[config.mk]
export PLATFORM = sky130hd
export DESIGN_NAME = seven_seg_scan
export DESIGN_NICKNAME = d
export VERILOG_FILES = /design/src/rtl/seven_seg_pkg.sv /design/src/rtl/hex7_decode.sv /design/src/rtl/seven_seg_scan.sv
export SDC_FILE = /design/constraint.sdc
export NUM_CORES = 1
export LEC_CHECK = 0
export CAP_MARGIN = 10
export CORE_MARGIN = 1
export CORE_UTILIZATION = 55
export DETAILED_ROUTE_END_ITERATION = 8
export PLACE_DENSITY_LB_ADDON = 0.2
export SLEW_MARGIN = 25
export SYNTH_ARGS = -nofsm -noshare
export SYNTH_HDL_FRONTEND = slang
export SYNTH_SLANG_ARGS = --single-unit
[constraint.sdc]
create_clock -name clk -period 9.6 [get_ports clk]
set_clock_uncertainty 0.15 [all_clocks]
set_input_delay 1.92 -clock clk [delete_from_list [all_inputs] [get_ports clk]]
set_output_delay 1.92 -clock clk [all_outputs]
set_load 0.05 [all_outputs]
[src/rtl/seven_seg_pkg.sv]
`default_nettype none
// ============================================================================
//  Module   : seven_seg_pkg
//  Purpose  : Shared constants for the seven-segment scanner: segment bit
//             positions and the hex-to-segment font table (active-high).
//  Revision : 1.0 - initial release
// ============================================================================
package seven_seg_pkg;

    localparam int SEG_A = 6;
    localparam int SEG_B = 5;
    localparam int SEG_C = 4;
    localparam int SEG_D = 3;
    localparam int SEG_E = 2;
    localparam int SEG_F = 1;
    localparam int SEG_G = 0;

    // Entry [n] is the a..g pattern for hex digit n; listed F down to 0.
    localparam logic [15:0][6:0] HEX7_TABLE = {
        7'b1000111,  // F
        7'b1001111,  // E
        7'b0111101,  // d
        7'b1001110,  // C
        7'b0011111,  // b
        7'b1110111,  // A
        7'b1111011,  // 9
        7'b1111111,  // 8
        7'b1110000,  // 7
        7'b1011111,  // 6
        7'b1011011,  // 5
        7'b0110011,  // 4
        7'b1111001,  // 3
        7'b1101101,  // 2
        7'b0110000,  // 1
        7'b1111110   // 0
    };

endpackage
`default_nettype wire

[src/rtl/hex7_decode.sv]
`default_nettype none
// ============================================================================
//  Module   : hex7_decode
//  Purpose  : Combinational hex nibble to active-high a..g segment decoder.
//  Revision : 1.0 - initial release
// ============================================================================
module hex7_decode
    import seven_seg_pkg::*;
(
    input  logic [3:0] nibble,
    output logic [6:0] segs
);

    assign segs = HEX7_TABLE[nibble];

endmodule
`default_nettype wire

[src/rtl/seven_seg_scan.sv]
`default_nettype none
// ============================================================================
//  Module   : seven_seg_scan
//  Purpose  : Multiplexed seven-segment scanner with frame-synchronous
//             double-buffered display data and an anti-ghost blank window.
//  Revision : 1.0 - initial release
// ============================================================================
module seven_seg_scan
    import seven_seg_pkg::*;
#(
    parameter int NUM_DIGITS   = 8,
    parameter int REFRESH_DIV  = 100000,
    parameter int BLANK_CYCLES = 16,
    parameter int ACTIVE_LOW   = 1
) (
    input  logic                      clk,
    input  logic                      rst,
    input  logic                      load,
    input  logic [4*NUM_DIGITS-1:0]   value,
    input  logic [NUM_DIGITS-1:0]     dp_in,
    input  logic [NUM_DIGITS-1:0]     digit_en,
    output logic [6:0]                seg,
    output logic                      dp,
    output logic [NUM_DIGITS-1:0]     an,
    output logic                      frame_done
);

    localparam int IDX_W  = $clog2(NUM_DIGITS);
    localparam int TICK_W = $clog2(REFRESH_DIV);

    localparam logic [TICK_W-1:0]     TICK_LAST = TICK_W'(REFRESH_DIV - 1);
    localparam logic [TICK_W-1:0]     BLANK_END = TICK_W'(BLANK_CYCLES);
    localparam logic [IDX_W-1:0]      IDX_LAST  = IDX_W'(NUM_DIGITS - 1);
    localparam logic [NUM_DIGITS-1:0] AN_BASE   = NUM_DIGITS'(1);
    localparam logic                  INV       = (ACTIVE_LOW != 0);

    logic [TICK_W-1:0]       r_tick;
    logic [IDX_W-1:0]        r_idx;

    logic [4*NUM_DIGITS-1:0] r_pend_value;
    logic [NUM_DIGITS-1:0]   r_pend_dp;
    logic [NUM_DIGITS-1:0]   r_pend_en;
    logic [4*NUM_DIGITS-1:0] r_act_value;
    logic [NUM_DIGITS-1:0]   r_act_dp;
    logic [NUM_DIGITS-1:0]   r_act_en;

    logic                    w_tick_last;
    logic                    w_wrap;
    logic                    w_lit;
    logic [3:0]              w_nibble;
    logic [6:0]              w_segs;
    logic [NUM_DIGITS-1:0]   w_an;

    assign w_tick_last = (r_tick == TICK_LAST);
    assign w_wrap      = w_tick_last && (r_idx == IDX_LAST);

    always_ff @(posedge clk or posedge rst) begin
        if (rst) begin
            r_tick <= '0;
            r_idx  <= '0;
        end else begin
            r_tick <= w_tick_last ? '0 : r_tick + 1'b1;
            if (w_tick_last) begin
                r_idx <= (r_idx == IDX_LAST) ? '0 : r_idx + 1'b1;
            end
        end
    end

    // Active copy only changes at the frame wrap; a load on that same edge
    // bypasses the pending buffer so it is not delayed by a whole frame.
    always_ff @(posedge clk or posedge rst) begin
        if (rst) begin
            r_pend_value <= '0;
            r_pend_dp    <= '0;
            r_pend_en    <= '0;
            r_act_value  <= '0;
            r_act_dp     <= '0;
            r_act_en     <= '0;
        end else begin
            if (load) begin
                r_pend_value <= value;
                r_pend_dp    <= dp_in;
                r_pend_en    <= digit_en;
            end
            if (w_wrap) begin
                r_act_value <= load ? value    : r_pend_value;
                r_act_dp    <= load ? dp_in    : r_pend_dp;
                r_act_en    <= load ? digit_en : r_pend_en;
            end
        end
    end

    assign w_nibble = r_act_value[{r_idx, 2'b00} +: 4];
    assign w_lit    = (r_tick >= BLANK_END) && r_act_en[r_idx];
    assign w_an     = w_lit ? (AN_BASE << r_idx) : '0;

    hex7_decode u_decode (
        .nibble (w_nibble),
        .segs   (w_segs)
    );

    // Polarity is applied only here so all internal logic stays active-high.
    always_ff @(posedge clk or posedge rst) begin
        if (rst) begin
            an         <= {NUM_DIGITS{INV}};
            seg        <= {7{INV}};
            dp         <= INV;
            frame_done <= 1'b0;
        end else begin
            an         <= w_an ^ {NUM_DIGITS{INV}};
            seg        <= (w_lit ? w_segs : 7'd0) ^ {7{INV}};
            dp         <= (w_lit && r_act_dp[r_idx]) ^ INV;
            frame_done <= w_wrap;
        end
    end

endmodule
`default_nettype wire

==> results of run 1 <==
[cells by family (layout without fill, tap and decap cells)]
logic type | count (synthesis) | after routing | share of synthesized area (%)
xor gates and xnor gates | 14 | 14 | 2.11
adders and majority gates | 14 | 14 | 3.01
buffers and inverters | 28 | 113 | 3.01
and+or+nand+nor | 68 | 68 | 5.99
DFF | 133 | 133 | 57.5
muxes | 117 | 117 | 25.6
AOI/OAI and AO/OA | 23 | 23 | 2.79
[worst min path at each step]
stage / endpoint / cells after the start
global route: r_act_value[7] / 1
floorplan: r_act_value[7] / 1
finish: r_act_value[13] / 1
detailed placement: r_act_value[7] / 1
CTS: r_act_value[7] / 1
global placement: r_act_value[13] / 1
[synth_stat cells, types with 3 or more instances]
library cell	instances	area (um^2)
sky130_fd_sc_hd__nand2_1	20	75.1
sky130_fd_sc_hd__inv_1	9	33.8
sky130_fd_sc_hd__mux4_1	9	236
sky130_fd_sc_hd__dfrtp_1	117	2930
sky130_fd_sc_hd__o21ai_0	6	30.0
sky130_fd_sc_hd__o221ai_1	3	26.3
sky130_fd_sc_hd__buf_2	4	20.0
sky130_fd_sc_hd__mux2i_4	3	67.6
sky130_fd_sc_hd__ha_1	14	175
sky130_fd_sc_hd__mux2_1	9	101
sky130_fd_sc_hd__nor3_1	3	15.0
sky130_fd_sc_hd__dfstp_2	16	420
sky130_fd_sc_hd__mux2_2	89	1000
sky130_fd_sc_hd__nand3_1	15	75.1
sky130_fd_sc_hd__and3_1	3	18.8
sky130_fd_sc_hd__xor2_1	4	35.0
sky130_fd_sc_hd__xnor2_1	10	87.6
sky130_fd_sc_hd__buf_4	3	22.5
sky130_fd_sc_hd__mux2i_1	6	60.1
sky130_fd_sc_hd__buf_6	5	56.3
sky130_fd_sc_hd__nor2_1	11	41.3
[layer usage]
layer  up-vias  wire (um)
li1       1560          -
met1      1704       4650
met2        91       5150
met3        11        406
met4         0        107
met5         -          0
[power breakdown]
group	leakage [nW]	internal (mW)	switching (mW)
logic	1.25	0.0363	0.0272
registers	1.68	0.581	0.00514
clock network	0.293	0.435	0.233
total	3.23	1.05	0.265
[cells in the final DEF (no fill, tap or decap), types with 3 or more instances in the layout]
cell and instances:
sky130_fd_sc_hd__and3_1 3, sky130_fd_sc_hd__buf_4 4, sky130_fd_sc_hd__bufinv_16 4, sky130_fd_sc_hd__clkbuf_16 16, sky130_fd_sc_hd__clkbuf_8 3, sky130_fd_sc_hd__clkdlybuf4s50_1 66, sky130_fd_sc_hd__clkinvlp_4 4, sky130_fd_sc_hd__dfrtp_1 117
sky130_fd_sc_hd__dfstp_2 16, sky130_fd_sc_hd__ha_1 14, sky130_fd_sc_hd__inv_1 8, sky130_fd_sc_hd__mux2_1 9, sky130_fd_sc_hd__mux2_2 89, sky130_fd_sc_hd__mux2i_1 6, sky130_fd_sc_hd__mux2i_4 3, sky130_fd_sc_hd__mux4_1 9
sky130_fd_sc_hd__nand2_1 20, sky130_fd_sc_hd__nand3_1 15, sky130_fd_sc_hd__nor2_1 11, sky130_fd_sc_hd__nor3_1 3, sky130_fd_sc_hd__o21ai_0 6, sky130_fd_sc_hd__o221ai_1 3, sky130_fd_sc_hd__xnor2_1 10, sky130_fd_sc_hd__xor2_1 4
[flip-flops by register name, indices dropped and copies added (netlist names)]
signal	flops
r_act_value	32
r_pend_value	32
r_tick	17
an	8
r_act_dp	8
r_act_en	8
r_pend_dp	8
r_pend_en	8
seg	7
r_idx	3
dp	1
frame_done	1
[layout make-up]
class	instances	area [um^2]	share of cell area (%)
Clock inverter	12	178	2.48
Timing Repair Buffer	70	691	9.63
Tap cell	136	170	2.37
Inverter	11	43.8	0.610
Clock buffer	20	445	6.21
Sequential cell	133	3350	46.7
Multi-Input combinational cell	236	2300	32.0
[per-stage QoR]
step	cell area, um^2	total power [mW]	utilization (%)
2_1_floorplan	5820	0.630	-
3_3_place_gp	6550	0.659	63.7
3_5_place_dp	6550	0.661	63.7
4_1_cts	7170	1.33	69.8
5_1_grt	7180	1.36	69.8
6_report	7180	1.32	69.8
==> summary.txt, run 1 <==
Placed design
  – Cell count after placement: 586
  – Post-DP HPWL: 6.57 mm
  – Routability Congestion: 0.812
  – Worst setup slack after placement: 5560 ps
  – Count of buffers from port buffering: 67

Floorplan
  – Initial cell density of the core: 56.7%
  – Core region area: 10,300 um^2
  – Die area: 11,000 um^2
  – Top-Level Pins: 68
  – Die Span X: 105 um
  – FP Rows: 37
  – Die Height: 105 um

STA
  – Worst hold margin: 336 ps
  – Relative slew slack: 32.8%
  – Setup repair after global routing missed its margin: false
  – Pins over their slew limit: 0
  – Measured slew at the worst slew-check pin: 1010 ps
  – Hold violation total from the final report: 0
  – Count of endpoints failing setup in the final report: 0
  – Maximum operating frequency: 256 MHz
  – Post-route fraction of the period consumed by the critical path: 40.6%
  – Post-route setup TNS: 0 ps
  – Post-route minimum period: 3900 ps
  – Final setup margin: 5700 ps

Synthesis
  – Synthesized area: 5820 um^2
  – Fraction of the yosys area taken by sequential cells: 57.5%
  – Number of synthesized flops with an enable pin: 0
  – Net count after synthesis: 462
  – Cell count after synthesis: 397
  – Post-synthesis async set-or-reset flop share: 100%
  – Total of warnings raised by yosys: 0
  – Register bit total from synthesis: 133
  – Most common flop cell mapped by yosys: sky130_fd_sc_hd__dfrtp_1
  – Count of distinct cell types in the synthesized netlist: 51
  – Per-instance average area after synthesis: 14.7 um^2

Clock network
  – Postcts setup bufs: 0
  – Library cell used as clock root buffer: sky130_fd_sc_hd__clkbuf_8
  – Hold-fix buffers, CTS: 0
  – Clock insertion delay at the later pin of the skew report: 510 ps
  – CTS buffer count: 17
  – Post-CTS clock slew at the launch and capture registers of the worst setup and hold paths: 60 ps
  – Number of clock sinks seen by CTS: 133
  – Number of instances resized during post-cts repair: 0
  – Number of buffers on the longest clock path: 2
  – H-tree lvl count: 4
  – Clock tree from TritonCTS: yes

Drt
  – Residual DRC count: 0
  – Vias/cell: 5.45
  – Detail-routed net length per standard cell: 16.7 um
  – Initial DRC count: 138
  – Overall routed net length: 10.3 mm
  – Number of iterations in the first detailed-routing pass: 5
  – Post-route antenna net violation count: 0
  – Vias: 3,366

Global routing
  – Met1 capacity usage during global routing: 28.3%
  – Number of antenna violations at the first check in global routing: 0
  – Aggregate global routing overflow: 0
  – Global routing's busiest layer: met2
  – M2 GR Usage: 34.0%
  – Global-route wire length before repair: 17.8 mm
  – Via count of the first global-routing pass: 3,508
  – Largest net degree at the start of global routing: 77
  – Total track usage: 21.2%
  – Met3 usage in global routing: 4.99%

Setup path
  – Crit path required time: 7530 ps
  – Crit Path Class: flip-flop to output pin
  – End of the worst register-to-register path: seg[3]
  – CP max stage delay: 790 ps
  – Kind of launch point of the worst setup path: flip-flop
  – RR Startpoint: r_idx[0]
  – Largest delay share family, worst path: buffers and inverters
  – Data arrival time of the critical path: 1830 ps
  – CP bufs+invs: 1
  – Flop2flop setup slack: 6450 ps
  – Number of cells traversed by the worst register-to-register path: 7
  – Critical path capture point: dp
  – Largest fanout on the critical path: 1
  – List of cells traversed by the critical path: clkdlybuf4s50_1
  – Setup crit start: dp
  – Cell at the slowest stage of the critical path: sky130_fd_sc_hd__clkdlybuf4s50_1
  – Kind of end point of the critical path: output pin
  – WP depth: 1

Power
  – Largest vdd supply drop: 119 uV
  – Power density of the placed cells: 184 nW/um^2
  – Leakage component of the power: 3.23 nW

Layout
  – Final cell count without fillers: 618
  – Filler Cell Count: 727
  – Proportion of layout cells with a drive suffix above 1: 30.9%
  – ANT cells: 0
  – Net count of the finished layout: 534
  – Area added between synthesis and finish: 23.2%

Run status
  – Outcome: finished clean

Job
  – Max-cap violations: 0

Min path
  – Source of the worst hold timing path: r_act_value[13]
  – Class of the worst hold path: flip-flop to flip-flop
No activity file was read; power rests on OpenSTA's default activity.
==> run 2, diff against run 1 <==
==> constraint.sdc (replaced) <==
create_clock -name clk -period 3.6 [get_ports clk]
set_clock_uncertainty 0.15 [all_clocks]
set_input_delay 0.72 -clock clk [delete_from_list [all_inputs] [get_ports clk]]
set_output_delay 0.72 -clock clk [all_outputs]
set_load 0.05 [all_outputs]
==> summary.txt, run 2 (synthesized netlist as in run 1, its figures left out) <==
Setup path
  – Flop2flop setup slack: 890 ps (-5560 ps)
  – Data arrival time of the critical path: 2950 ps (+1120 ps)
  – Largest delay share family, worst path: buffers and inverters
  – RR Startpoint: r_idx[0]
  – Cell at the slowest stage of the critical path: sky130_fd_sc_hd__buf_4
  – List of cells traversed by the critical path: buf_4 > ha_1 > ha_1 > inv_1 > nor4_4 > buf_4 > mux2_2
  – CP max stage delay: 550 ps (-240 ps)
  – Kind of end point of the critical path: flip-flop
  – Kind of launch point of the worst setup path: flip-flop
  – Largest fanout on the critical path: 49 (+48)
  – Crit Path Class: flip-flop to flip-flop
  – Crit path required time: 3840 ps (-3690 ps)
  – CP bufs+invs: 3 (+2)
  – Number of cells traversed by the worst register-to-register path: 7 (unchanged)
  – End of the worst register-to-register path: r_act_value[23]

STA
  – Pins over their slew limit: 0 (unchanged)
  – Post-route fraction of the period consumed by the critical path: 75.2%
  – Measured slew at the worst slew-check pin: 710 ps (-296 ps)
  – Relative slew slack: 52.2% (+19 points)
  – Post-route setup TNS: 0 ps (unchanged)
  – Maximum operating frequency: 370 MHz
  – Post-route minimum period: 2710 ps
  – Hold violation total from the final report: 0 (unchanged)
  – Setup repair after global routing missed its margin: false
  – Count of endpoints failing setup in the final report: 0 (unchanged)

Clock network
  – H-tree lvl count: 4 (unchanged)
  – CTS buffer count: 17 (unchanged)
  – Library cell used as clock root buffer: sky130_fd_sc_hd__clkbuf_8
  – Clock insertion delay at the later pin of the skew report: 520 ps (about the same)
  – Postcts setup bufs: 0 (unchanged)
  – Number of clock sinks seen by CTS: 133 (unchanged)
  – Number of buffers on the longest clock path: 2 (unchanged)
  – Number of instances resized during post-cts repair: 0 (unchanged)
  – Clock tree from TritonCTS: yes
  – Hold-fix buffers, CTS: 0 (unchanged)
  – Post-CTS clock slew at the launch and capture registers of the worst setup and hold paths: 60 ps (about the same)

Layout
  – Top Registers: r_act_value: 32 flops, r_pend_value: 32 flops, r_tick: 17 flops
  – Final cell count without fillers: 623 (+0.81%)
  – Net count of the finished layout: 539 (+0.94%)
  – ANT cells: 0 (unchanged)
  – Area added between synthesis and finish: 23.1% (about the same)
  – Most common cell after layout, fill and taps aside: sky130_fd_sc_hd__dfrtp_1
  – Proportion of layout cells with a drive suffix above 1: 31.6% (+0.71 points)
  – Filler Cell Count: 730 (+0.41%)
  – Most used cells in the layout excluding fill and tap cells: 117 x sky130_fd_sc_hd__dfrtp_1, 89 x sky130_fd_sc_hd__mux2_2, 66 x sky130_fd_sc_hd__clkdlybuf4s50_1

Global routing
  – Total track usage: 21.1% (-0.15 points)
  – Aggregate global routing overflow: 0 (unchanged)
  – Number of antenna violations at the first check in global routing: 0 (unchanged)
  – Largest net degree at the start of global routing: 134 (+74%)
  – Via count of the first global-routing pass: 3,586 (+2.2%)
  – Global-route wire length before repair: 17.6 mm (-0.97%)

Placed design
  – Count of buffers from port buffering: 67 (unchanged)
  – Cell count after placement: 591 (+0.85%)
  – Routability Congestion: 0.744 (-8.3%)
  – Post-DP HPWL: 6.78 mm (+3.2%)

Drt
  – Detail-routed net length per standard cell: 16.7 um (about the same)
  – Initial DRC count: 153 (+11%)
  – Overall routed net length: 10.4 mm (+0.80%)
  – Post-route antenna net violation count: 0 (unchanged)
  – Residual DRC count: 0 (unchanged)
  – Vias: 3,358 (-0.24%)
  – Number of iterations in the first detailed-routing pass: 5 (unchanged)
  – Vias/cell: 5.39 (-1.0%)

Floorplan
  – FP Rows: 37 (unchanged)
  – Top-Level Pins: 68 (unchanged)
  – Initial cell density of the core: 56.7% (unchanged)
  – Die Height: 105 um (unchanged)
  – Die Span X: 105 um (unchanged)
  – Core region area: 10,300 um^2 (unchanged)
  – Die area: 11,000 um^2 (unchanged)

Min path
  – WHS Path Cells: 1 (unchanged)
  – Class of the worst hold path: flip-flop to flip-flop
  – Worst-case hold path end point: r_act_value[12]
  – Source of the worst hold timing path: r_act_value[12]

Power
  – Power density of the placed cells: 471 nW/um^2 (+160%)
  – Leakage component of the power: 3.24 nW (+0.29%)
  – Largest vdd supply drop: 376 uV (+220%)

Job
  – Max-cap violations: 0 (unchanged)

Run status
  – Outcome: finished clean
-- run 2: changes by cell type in the layout (fill, tap and decap cells not counted), moves of 2 or more --
| cell | delta |
|---|---|
| sky130_fd_sc_hd__buf_4 | +3 |
| sky130_fd_sc_hd__bufinv_16 | -2 |
| sky130_fd_sc_hd__clkbuf_8 | -2 |
| sky130_fd_sc_hd__inv_6 | +4 |
-- run 2: layout make-up --
class / count / area [um^2] / share of cell area [%]
clock inverters: 14 / 151 / 2.11
repair buffers: 75 / 738 / 10.3
flip-flops and latches: 133 / 3350 / 46.7
multi-input cells: 236 / 2300 / 32.1
well taps: 136 / 170 / 2.37
clock buffers: 18 / 418 / 5.83
inverters: 11 / 45.0 / 0.628
-- run 2: how the worst max path moves through the flow --
stage / start / to / slack, ps / cells after the start
6_report: r_idx[0] / r_act_value[23] / 890 / 7
5_1_grt: r_idx[0] / r_act_en[4] / 760 / 7
4_1_cts: an[3] / an[3] / 880 / 1
3_5_place_dp: r_idx[0] / r_act_en[0] / 960 / 7
3_3_place_gp: r_idx[0] / r_act_dp[2] / 1020 / 7
2_1_floorplan: rst / frame_done / 1090 / 1
-- run 2: routing by layer --
metal	part of all wire, %	track usage [%]	vias up	routed length, um
li1	-	-	1575	-
met1	45	27.3	1708	4660
met2	51	34.7	64	5300
met3	3.0	4.49	11	307
met4	1.3	8.45	0	131
met5	0	0	-	0
-- run 2: report_power, final --
group / internal [mW] / total, mW / leakage, nW / switching (mW)
Combinational: 0.0989 / 0.174 / 1.28 / 0.0752
Sequential: 1.55 / 1.56 / 1.68 / 0.0135
Clock: 0.992 / 1.64 / 0.276 / 0.652
Total: 2.64 / 3.38 / 3.24 / 0.741
-- run 2: per-stage QoR --
stage / power (mW) / util (%) / setup WS [ps] / hold WS (ps) / cell area (um^2)
CTS: 3.41 / 69.8 / 880 / 342 / 7170
floorplan: 1.68 / - / 1090 / 299 / 5830
global route: 3.49 / 69.8 / 764 / 349 / 7170
detailed placement: 1.77 / 64.2 / 956 / 324 / 6600
finish: 3.38 / 69.8 / 894 / 341 / 7170
global placement: 1.76 / 64.2 / 1020 / 313 / 6600
